$ cat src/rtl/i2c_ball_tx_seq_pkg.sv
// i2c_ball_tx_seq_pkg: shared I2C command encodings, frame constants and FSM states
package i2c_ball_tx_seq_pkg;
  typedef enum logic [1:0] {CMD_START = 2'b00, CMD_WRITE = 2'b01, CMD_STOP = 2'b10} cmd_e;
  typedef enum logic [2:0] {IDLE, START, WR_BYTE, WAIT_ACK, STOP, GAP, FIN} state_e;
  localparam logic [7:0] REG_PTR = 8'h00;
  localparam int PAYLOAD_BYTES = 5;
  localparam int FRAME_BYTES = PAYLOAD_BYTES + 2;
  localparam logic [2:0] LAST_IDX = 3'(FRAME_BYTES - 1);
  function automatic logic [2:0] sat_inc(input logic [2:0] v);
    return v < LAST_IDX ? v + 3'd1 : v;
  endfunction
endpackage

$ cat src/rtl/i2c_gap_timer.sv
// i2c_gap_timer: counts the idle gap between a STOP and the retry START
module i2c_gap_timer #(
  parameter int GAP_CYC = 100
) (
  input  logic clk,
  input  logic rst,
  input  logic load,
  input  logic run,
  output logic expire
);
  localparam int W = GAP_CYC > 1 ? $clog2(GAP_CYC) : 1;
  logic [W-1:0] cnt;
  // load arms GAP_CYC-1 so the run cycles up to and including the expire cycle total GAP_CYC
  always_ff @(posedge clk)
    if (rst) cnt <= '0;
    else if (load) cnt <= W'(GAP_CYC - 1);
    else if (run && cnt != '0) cnt <= cnt - W'(1);
  assign expire = cnt == '0;
endmodule

$ cat src/rtl/i2c_ball_tx_seq.sv
// i2c_ball_tx_seq: sequences the ball-handoff I2C write with NACK retry
module i2c_ball_tx_seq
  import i2c_ball_tx_seq_pkg::*;
#(
  parameter logic [6:0] SLAVE_ADDR = 7'h42,
  parameter int RETRY_MAX = 3,
  parameter int GAP_CYC = 100
) (
  input  logic       clk,
  input  logic       reset,
  input  logic       send_req,
  input  logic [7:0] y0,
  input  logic [7:0] y1,
  input  logic [7:0] yspeed,
  input  logic [7:0] gravity,
  input  logic [7:0] ballspeed,
  output logic       busy,
  output logic       done,
  output logic       err,
  output logic       m_cmd_valid,
  output logic [1:0] m_cmd,
  output logic [7:0] m_tx_data,
  input  logic       m_cmd_ready,
  input  logic       m_ack_valid,
  input  logic       m_nack
);
  localparam int RW = RETRY_MAX > 0 ? $clog2(RETRY_MAX + 1) : 1;
  localparam logic [RW-1:0] RMAX = RW'(RETRY_MAX);
  state_e state, state_n;
  logic [2:0] idx, idx_n;
  logic [RW-1:0] rty, rty_n;
  logic nack, nack_n, fail, fail_n, retry, gap_load, gap_expire;
  logic [PAYLOAD_BYTES*8-1:0] snap, snap_n;
  logic [63:0] frame;
  assign frame = {8'h00, snap, REG_PTR, SLAVE_ADDR, 1'b0};
  i2c_gap_timer #(.GAP_CYC(GAP_CYC)) u_gap (
    .clk(clk),
    .rst(reset),
    .load(gap_load),
    .run(state == GAP),
    .expire(gap_expire)
  );
  // state, counters, flags and payload snapshot
  always_ff @(posedge clk)
    if (reset) begin
      state <= IDLE;
      idx <= '0;
      rty <= '0;
      nack <= 1'b0;
      fail <= 1'b0;
      snap <= '0;
    end else begin
      state <= state_n;
      idx <= idx_n;
      rty <= rty_n;
      nack <= nack_n;
      fail <= fail_n;
      snap <= snap_n;
    end
  // next state and Moore command outputs; commands hold while the core stalls
  always_comb begin
    state_n = state;
    idx_n = idx;
    rty_n = rty;
    nack_n = nack;
    fail_n = fail;
    snap_n = snap;
    retry = 1'b0;
    gap_load = 1'b0;
    m_cmd_valid = 1'b0;
    m_cmd = CMD_START;
    m_tx_data = 8'h00;
    done = 1'b0;
    err = 1'b0;
    busy = state != IDLE && state != FIN;
    case (state)
      IDLE: if (send_req) begin
        snap_n = {ballspeed, gravity, yspeed, y1, y0};
        idx_n = '0;
        rty_n = '0;
        nack_n = 1'b0;
        fail_n = 1'b0;
        state_n = START;
      end
      START: begin
        m_cmd_valid = 1'b1;
        if (m_cmd_ready) begin
          idx_n = '0;
          state_n = WR_BYTE;
        end
      end
      WR_BYTE: begin
        m_cmd_valid = 1'b1;
        m_cmd = CMD_WRITE;
        m_tx_data = frame[{idx, 3'b000} +: 8];
        if (m_cmd_ready) state_n = WAIT_ACK;
      end
      WAIT_ACK: if (m_ack_valid) begin
        nack_n = m_nack;
        idx_n = m_nack ? idx : sat_inc(idx);
        state_n = (m_nack || idx == LAST_IDX) ? STOP : WR_BYTE;
      end
      STOP: begin
        m_cmd_valid = 1'b1;
        m_cmd = CMD_STOP;
        if (m_cmd_ready) begin
          retry = nack && rty < RMAX;
          rty_n = retry ? rty + RW'(1) : rty;
          nack_n = nack && !retry;
          fail_n = nack && !retry;
          gap_load = retry;
          state_n = retry ? GAP : FIN;
        end
      end
      GAP: if (gap_expire) begin
        idx_n = '0;
        state_n = START;
      end
      FIN: begin
        done = !fail;
        err = fail;
        state_n = IDLE;
      end
      default: state_n = IDLE;
    endcase
  end
endmodule

$ cat config.mk
export PLATFORM = sky130hd
export DESIGN_NAME = i2c_ball_tx_seq
export DESIGN_NICKNAME = d
export VERILOG_FILES = /design/src/rtl/i2c_ball_tx_seq_pkg.sv /design/src/rtl/i2c_gap_timer.sv /design/src/rtl/i2c_ball_tx_seq.sv
export SDC_FILE = /design/constraint.sdc
export NUM_CORES = 1
export LEC_CHECK = 0
export ABC_AREA = 1
export CORE_ASPECT_RATIO = 1.2
export CORE_UTILIZATION = 45
export CTS_CLUSTER_DIAMETER = 50
export DETAILED_ROUTE_END_ITERATION = 12
export PLACE_DENSITY = 0.81
export SLEW_MARGIN = 10
export SYNTH_ARGS = -nofsm -noshare
export SYNTH_HDL_FRONTEND = slang
export SYNTH_SLANG_ARGS = --single-unit
export TNS_END_PERCENT = 50
$ cat constraint.sdc
create_clock -name clk -period 1.7 [get_ports clk]
set_input_delay 0.255 -clock clk [delete_from_list [all_inputs] [get_ports clk]]
set_output_delay 0.255 -clock clk [all_outputs]
set_load 0.1 [all_outputs]
==> results of run 1 <==
## sequential cells by signal (all words and copies together), names as in the netlist
| register | cells |
|---|---|
| fail | 1 |
| idx | 3 |
| nack | 1 |
| rty | 2 |
| snap | 40 |
| state | 3 |
| u_gap.cnt | 7 |
## cell usage after synthesis
cell type / number
nor2_1: 31
nor2_4: 3
xor2_1: 1
clkbuf_1: 10
o211ai_1: 6
o21bai_2: 1
xnor2_1: 1
dfxtp_1: 57
o21ai_2: 1
nand3_2: 2
nand4_1: 1
nor2_2: 3
a21oi_1: 67
nand2_2: 3
buf_2: 7
nand3_1: 39
nor3_1: 1
or2_0: 1
ha_1: 5
buf_4: 2
o21ai_1: 7
inv_2: 7
o21ai_0: 44
inv_1: 53
a31oi_1: 1
buf_1: 1
nand2_1: 76
## critical path, cell delays in order, from the launching register on
cell,delay (ps)
dfxtp_4,380
inv_2,70
nor2_2,110
buf_6,140
o211ai_1,200
a21oi_4,230
buf_12,190
## area by class of cell
type	count	area, sq um	share of cell area
Clock buffer	10	128	0.0294
Clock inverter	6	67.6	0.0156
Multi-Input combinational cell	294	1660	0.382
Inverter	60	233	0.0537
Sequential cell	57	1150	0.266
Tap cell	82	103	0.0237
Timing Repair Buffer	78	996	0.230
## per-stage QoR
stage / util / worst slack, ps / area [sq um] / total power (uW) / hold WS, ps
final: 0.707 / -222 / 4340 / 6850 / 467
after global routing: 0.707 / -238 / 4340 / 7230 / 486
after CTS: 0.707 / -170 / 4340 / 6810 / 459
after detailed placement: 0.641 / 64.5 / 3930 / 5190 / 444
after global placement: 0.641 / 87.0 / 3930 / 5120 / 437
after floorplan: - / -385 / 3030 / 4140 / 324
## kinds of logic (layout without fill, tap and decap cells)
logic type,count (synthesis),in the layout,share of synthesized area
flops,57,57,0.393
simple gates,160,160,0.243
buf+inv,80,154,0.109
compound gates,127,127,0.228
xor+xnor,2,2,0.00603
fa+ha+maj,5,5,0.0215
## layer usage
layer  part of all wire  vias up  GRT usage
met1               0.39     1457      0.281
li1                   -     1559          -
met2               0.52      122      0.462
met4              0.041        0      0.130
met5                  0        -          0
met3              0.053       28     0.0605
## what timing repair did
item,4_1_cts,5_1_grt
buffers inserted,3,0
hold endpoints to repair,0,0
pin swaps,19,6
cloned,3,0
resized for setup,44,7
setup endpoints to repair,13,12
## power by group
group	switching [uW]	internal, uW	total, uW
combinational	2330	1400	3720
sequential	200	1670	1870
clock	579	681	1260
## final timing paths
path                                                start                     to  cells after the start
worst min-delay path                 snap[8]$_SDFFE_PP0P_   snap[8]$_SDFFE_PP0P_                      2
worst max-delay path                  idx[1]$_SDFFE_PP0P_           m_tx_data[1]                      6
worst max register to register  u_gap.cnt[2]$_SDFFE_PP0P_  state[1]$_SDFFE_PP0P_                      9
worst min register to register       snap[8]$_SDFFE_PP0P_   snap[8]$_SDFFE_PP0P_                      2
==> impl_metrics.csv, run 1 <==
group,metric,value,unit
timing,relSlewSlack,0.690,
setup_path,worstPathMaxFanout,6,
floorplanning,core,6130,sq um
timing,finalSetupViolCount,9,
cells_and_area,instances_no_fill,587,
global_route,antenna_found_initial,0,
clocking,ctsHoldBuffers,0,
cells_and_area,drive_above_1_share,0.212,
pwr,vdd_drop_max,1670,uV
timing,fin_ws,-222,ps
hold_path,holdCritPathClass,"reg -> reg",
global_route,grt_pass1_wl,13700,um
timing,tightest_slew,464,ps
timing,drv_slew,0,
placed_design,placedCellCount,566,
timing,max_freq,520,MHz
timing,min_period,1920,ps
logic_synthesis,syn_area,2910,sq um
drt,vias,3166,
logic_synthesis,synth_top_area_frac,0.393,
setup_path,r2r_slack,190,ps
drt,drt_pass1_iterations,4,
timing,grt_setup_unrepaired,"true",
global_route,grt_pass1_vias,3067,
timing,hold_viol,0,
logic_synthesis,synth.largest_area_cell,"dfxtp_1",
pwr,power_density,1580,nW/um^2
clocking,cts_tree,"yes",
cells_and_area,final_cell_mix,"nand2_1, dfxtp_1, inv_1",
clocking,htreeDepth,3,
timing,timing.final.crit_share,1.13,
clocking,clock-root-buffer,"clkbuf_8",
clocking,clk_pin_slew,70,ps
floorplanning,start_util,0.474,
cells_and_area,final_common_cell,"nand2_1",
setup_path,endpoint_kind,"primary output",
clocking,cts_made_buffers,9,
clocking,cts_buffer_depth,2,
pwr,p_leak,0.00172,uW
timing,fin_worst_skew,9.17,ps
placed_design,place_congestion,0.907,
logic_synthesis,synthDistinctLibCells,27,
floorplanning,fp.dieArea,6780,sq um
cells_and_area,final_nets,551,
floorplanning,rows,31,
status,outcome,"complete, but fails checks",
floorplanning,dieHeight,90.0,um
setup_path,crit_arrival,1670,ps
cells_and_area,antenna_cells,0,
global_route,grtUsageTotal,0.262,
floorplanning,chipWidth,75.4,um
drt,via_per_inst,5.39,
logic_synthesis,ys_ff_latch,57,
drt,drc_errors,0,
setup_path,worstSetupPathType,"reg -> out",
cells_and_area,area_delta_synth_final,49.2,%
logic_synthesis,syn-num-nets,482,
drt,dr.first_iter.drc_count,232,
setup_path,crit_required,1440,ps
logic_synthesis,syn_inst,431,
setup_path,cp-start-kind,"register",
clocking,cts.sinks,57,
logic_synthesis,synth_area_leaders,"dfxtp_1, a21oi_1, nand2_1",
drt,ant_nets,0,
logic_synthesis,synth-warning-count,0,
logic_synthesis,syn_avg_cell_area,6.74,sq um
floorplanning,ios,60,
global_route,grt_max_degree,63,
cells_and_area,fillerInstances,458,
global_route,grt_overflow,0,
drt,drt-total-wl,8480,um
drt,wire_per_inst,14.4,um
flow_run,max-cap-violations,0,
status,violations,"setup timing",
logic_synthesis,synth_seq_area_share,0.393,
timing,tns,-1330,ps
clocking,worst_skew_pair.late_latency,340,ps
placed_design,port_buffers,59,
placed_design,dp_hpwl,5770,um
Note: power is estimated with default switching activity, not from simulation.
==> run 2: changes to the inputs <==
--- a/config.mk
+++ b/config.mk
@@ -6,6 +6,7 @@
 export NUM_CORES = 1
 export LEC_CHECK = 0
 export ABC_AREA = 1
+export CAP_MARGIN = 20
 export CORE_ASPECT_RATIO = 1.2
 export CORE_UTILIZATION = 45
 export CTS_CLUSTER_DIAMETER = 50
==> constraint.sdc (replaced) <==
create_clock -name clk -period 1.8 [get_ports clk]
set_input_delay 0.27 -clock clk [delete_from_list [all_inputs] [get_ports clk]]
set_output_delay 0.27 -clock clk [all_outputs]
set_load 0.1 [all_outputs]
==> run 2 against run 1 <==
The flow still finishes with violations (setup timing); power fell by 3.0%; first-iteration DRC count is 29% higher; flip-flop and latch count did not move; global-route usage up 0.30 points; register-to-register slack better by 50 ps; largest power group unchanged.
==> impl_metrics.csv, run 2 (synthesis results as in run 1) <==
group,metric,value,unit
floorplanning,dieHeight,90.0,um
floorplanning,ios,60,
floorplanning,chipWidth,75.4,um
timing,min_period,1960,ps
setup_path,max_stage_delay,400,ps
setup_path,r2r-start,"idx[0]$_SDFFE_PP0P_",
global_route,grt_max_degree,40,
clocking,clk_pin_slew,70,ps
setup_path,cp_cell_sequence,"clkbuf_16 -> a21oi_2 -> o21ai_1 -> o21ai_1 -> nand2_1 -> a21oi_4 -> buf_12",
setup_path,endpoint_kind,"primary output",
global_route,grt_pass1_wl,13800,um
cells_and_area,final_nets,558,
global_route,grt_pass1_vias,3055,
timing,drv_slew,0,
timing,hold_viol,0,
drt,vias,3254,
cells_and_area,final_cell_mix,"nand2_1, a21oi_1, dfxtp_1",
global_route,antenna_found_initial,0,
clocking,cts.sinks,57,
floorplanning,fp.dieArea,6780,sq um
cells_and_area,final_common_cell,"nand2_1",
clocking,worst_skew_pair.late_latency,340,ps
placed_design,port_buffers,59,
cells_and_area,antenna_cells,0,
hold_path,holdCritPathClass,"reg -> reg",
setup_path,startpoint,"idx[0]$_SDFFE_PP0P_",
timing,max_freq,511,MHz
timing,fin_ws,-156,ps
cells_and_area,area_delta_synth_final,49.7,%
setup_path,cpMostUsedCell,"o21ai_1",
timing,fin_worst_skew,9.01,ps
cells_and_area,drive_above_1_share,0.211,
floorplanning,rows,31,
setup_path,worstPathMaxFanout,5,
cells_and_area,fillerInstances,468,
placed_design,dp_slack,150,ps
setup_path,critPathBufInv,2,
clocking,cts_tree,"yes",
floorplanning,core,6130,sq um
flow_run,max-cap-violations,0,
placed_design,place_congestion,0.907,
floorplanning,start_util,0.474,
drt,dr.first_iter.drc_count,300,
drt,drt-total-wl,9280,um
setup_path,slowest_stage,"dfxtp_4",
hold_path,min_from,"snap[11]$_SDFFE_PP0P_",
cells_and_area,largest_reg_flops,40,
drt,via_per_inst,5.49,
status,outcome,"complete, but fails checks",
drt,drt_pass1_iterations,5,
placed_design,dp_hpwl,5970,um
setup_path,cp-start-kind,"register",
setup_path,crit_required,1530,ps
timing,tightest_slew,337,ps
setup_path,critPathTopFamily,"compound AO/OA/AOI/OAI gates",
drt,ant_nets,0,
global_route,grtUsageTotal,0.265,
timing,tns,-809,ps
clocking,ctsHoldBuffers,0,
setup_path,crit_arrival,1690,ps
cells_and_area,fin_area,4350,sq um
cells_and_area,final_util,0.710,
drt,drc_errors,0,
cells_and_area,reg_top3,"snap: 40 flops, u_gap.cnt: 7 flops",
pwr,p_leak,0.00176,uW
cells_and_area,multi_input_comb_area,1620,sq um
pwr,vdd_drop_max,1730,uV
clocking,clock-root-buffer,"clkbuf_8",
clocking,htreeDepth,3,
global_route,grt_overflow,0,
timing,finalSetupViolCount,8,
drt,wire_per_inst,15.6,um
pwr,power_density,1530,nW/um^2
timing,timing.final.crit_share,1.09,
setup_path,worstSetupPathType,"reg -> out",
timing,grt_setup_unrepaired,"true",
clocking,cts_made_buffers,9,
cells_and_area,seqCellArea,1150,sq um
status,violations,"setup timing",
clocking,cts_buffer_depth,2,
timing,relSlewSlack,0.773,
cells_and_area,top_register,"snap",
placed_design,dpl_cell_area,3920,sq um
run 2: cell types whose count changed in the layout (fill, tap and decap cells not counted), moves of 3 or more:
cell	previous run	this run
buf_4	9	18
a21oi_2	8	5
buf_12	20	16
a21oi_1	50	53
run 2: cell type report:
cell class | count | share of cell area
clock buffer | 11 | 0.0348
clock inverter | 4 | 0.0175
inverter | 60 | 0.0541
multi-input combinational | 294 | 0.373
sequential | 57 | 0.265
tap | 82 | 0.0236
timing repair buffer | 85 | 0.232
run 2: repair_timing:
item,4_1_cts,5_1_grt
cloned,0,2
pin swaps,4,18
endpoints found under the setup margin,11,11
buffers inserted,6,2
resized for setup,21,23
run 2: layer usage:
layer / global-route usage / vias up / share of wire
li1: - / 1563 / -
met1: 0.304 / 1523 / 0.38
met2: 0.449 / 129 / 0.51
met3: 0.0605 / 39 / 0.062
met4: 0.127 / 0 / 0.048
met5: 0 / - / 0
run 2: worst paths after layout:
path                                end  slack (ps)  cells past startpoint
setup / recovery           m_tx_data[1]        -160                      7
hold / removal    snap[11]$_SDFFE_PP0P_         460                      2
setup reg to reg    idx[2]$_SDFFE_PP0P_         240                      8
hold reg to reg   snap[11]$_SDFFE_PP0P_         460                      2
run 2: per-stage QoR:
stage	total power [uW]	instances	hold WS [ps]
after global placement	4830	568	439
final	6650	593	460
after CTS	6370	589	455
after detailed placement	4870	568	442
after floorplan	3910	431	339
after global routing	7020	593	484
run 2: tightest hold or removal path, delay by kind of cell (launching register included):
| kind | cells | cell delay [ps] |
|---|---|---|
| AO/OA/AOI/OAI | 1 | 50 |
| buffers and inverters | 1 | 60 |
| flip-flops | 1 | 310 |
run 2: report_power, final:
part | switching [uW] | internal (uW) | total, uW
Clock | 527 | 849 | 1380
Combinational | 2210 | 1280 | 3490
Sequential | 203 | 1580 | 1780
Total | 2940 | 3710 | 6650
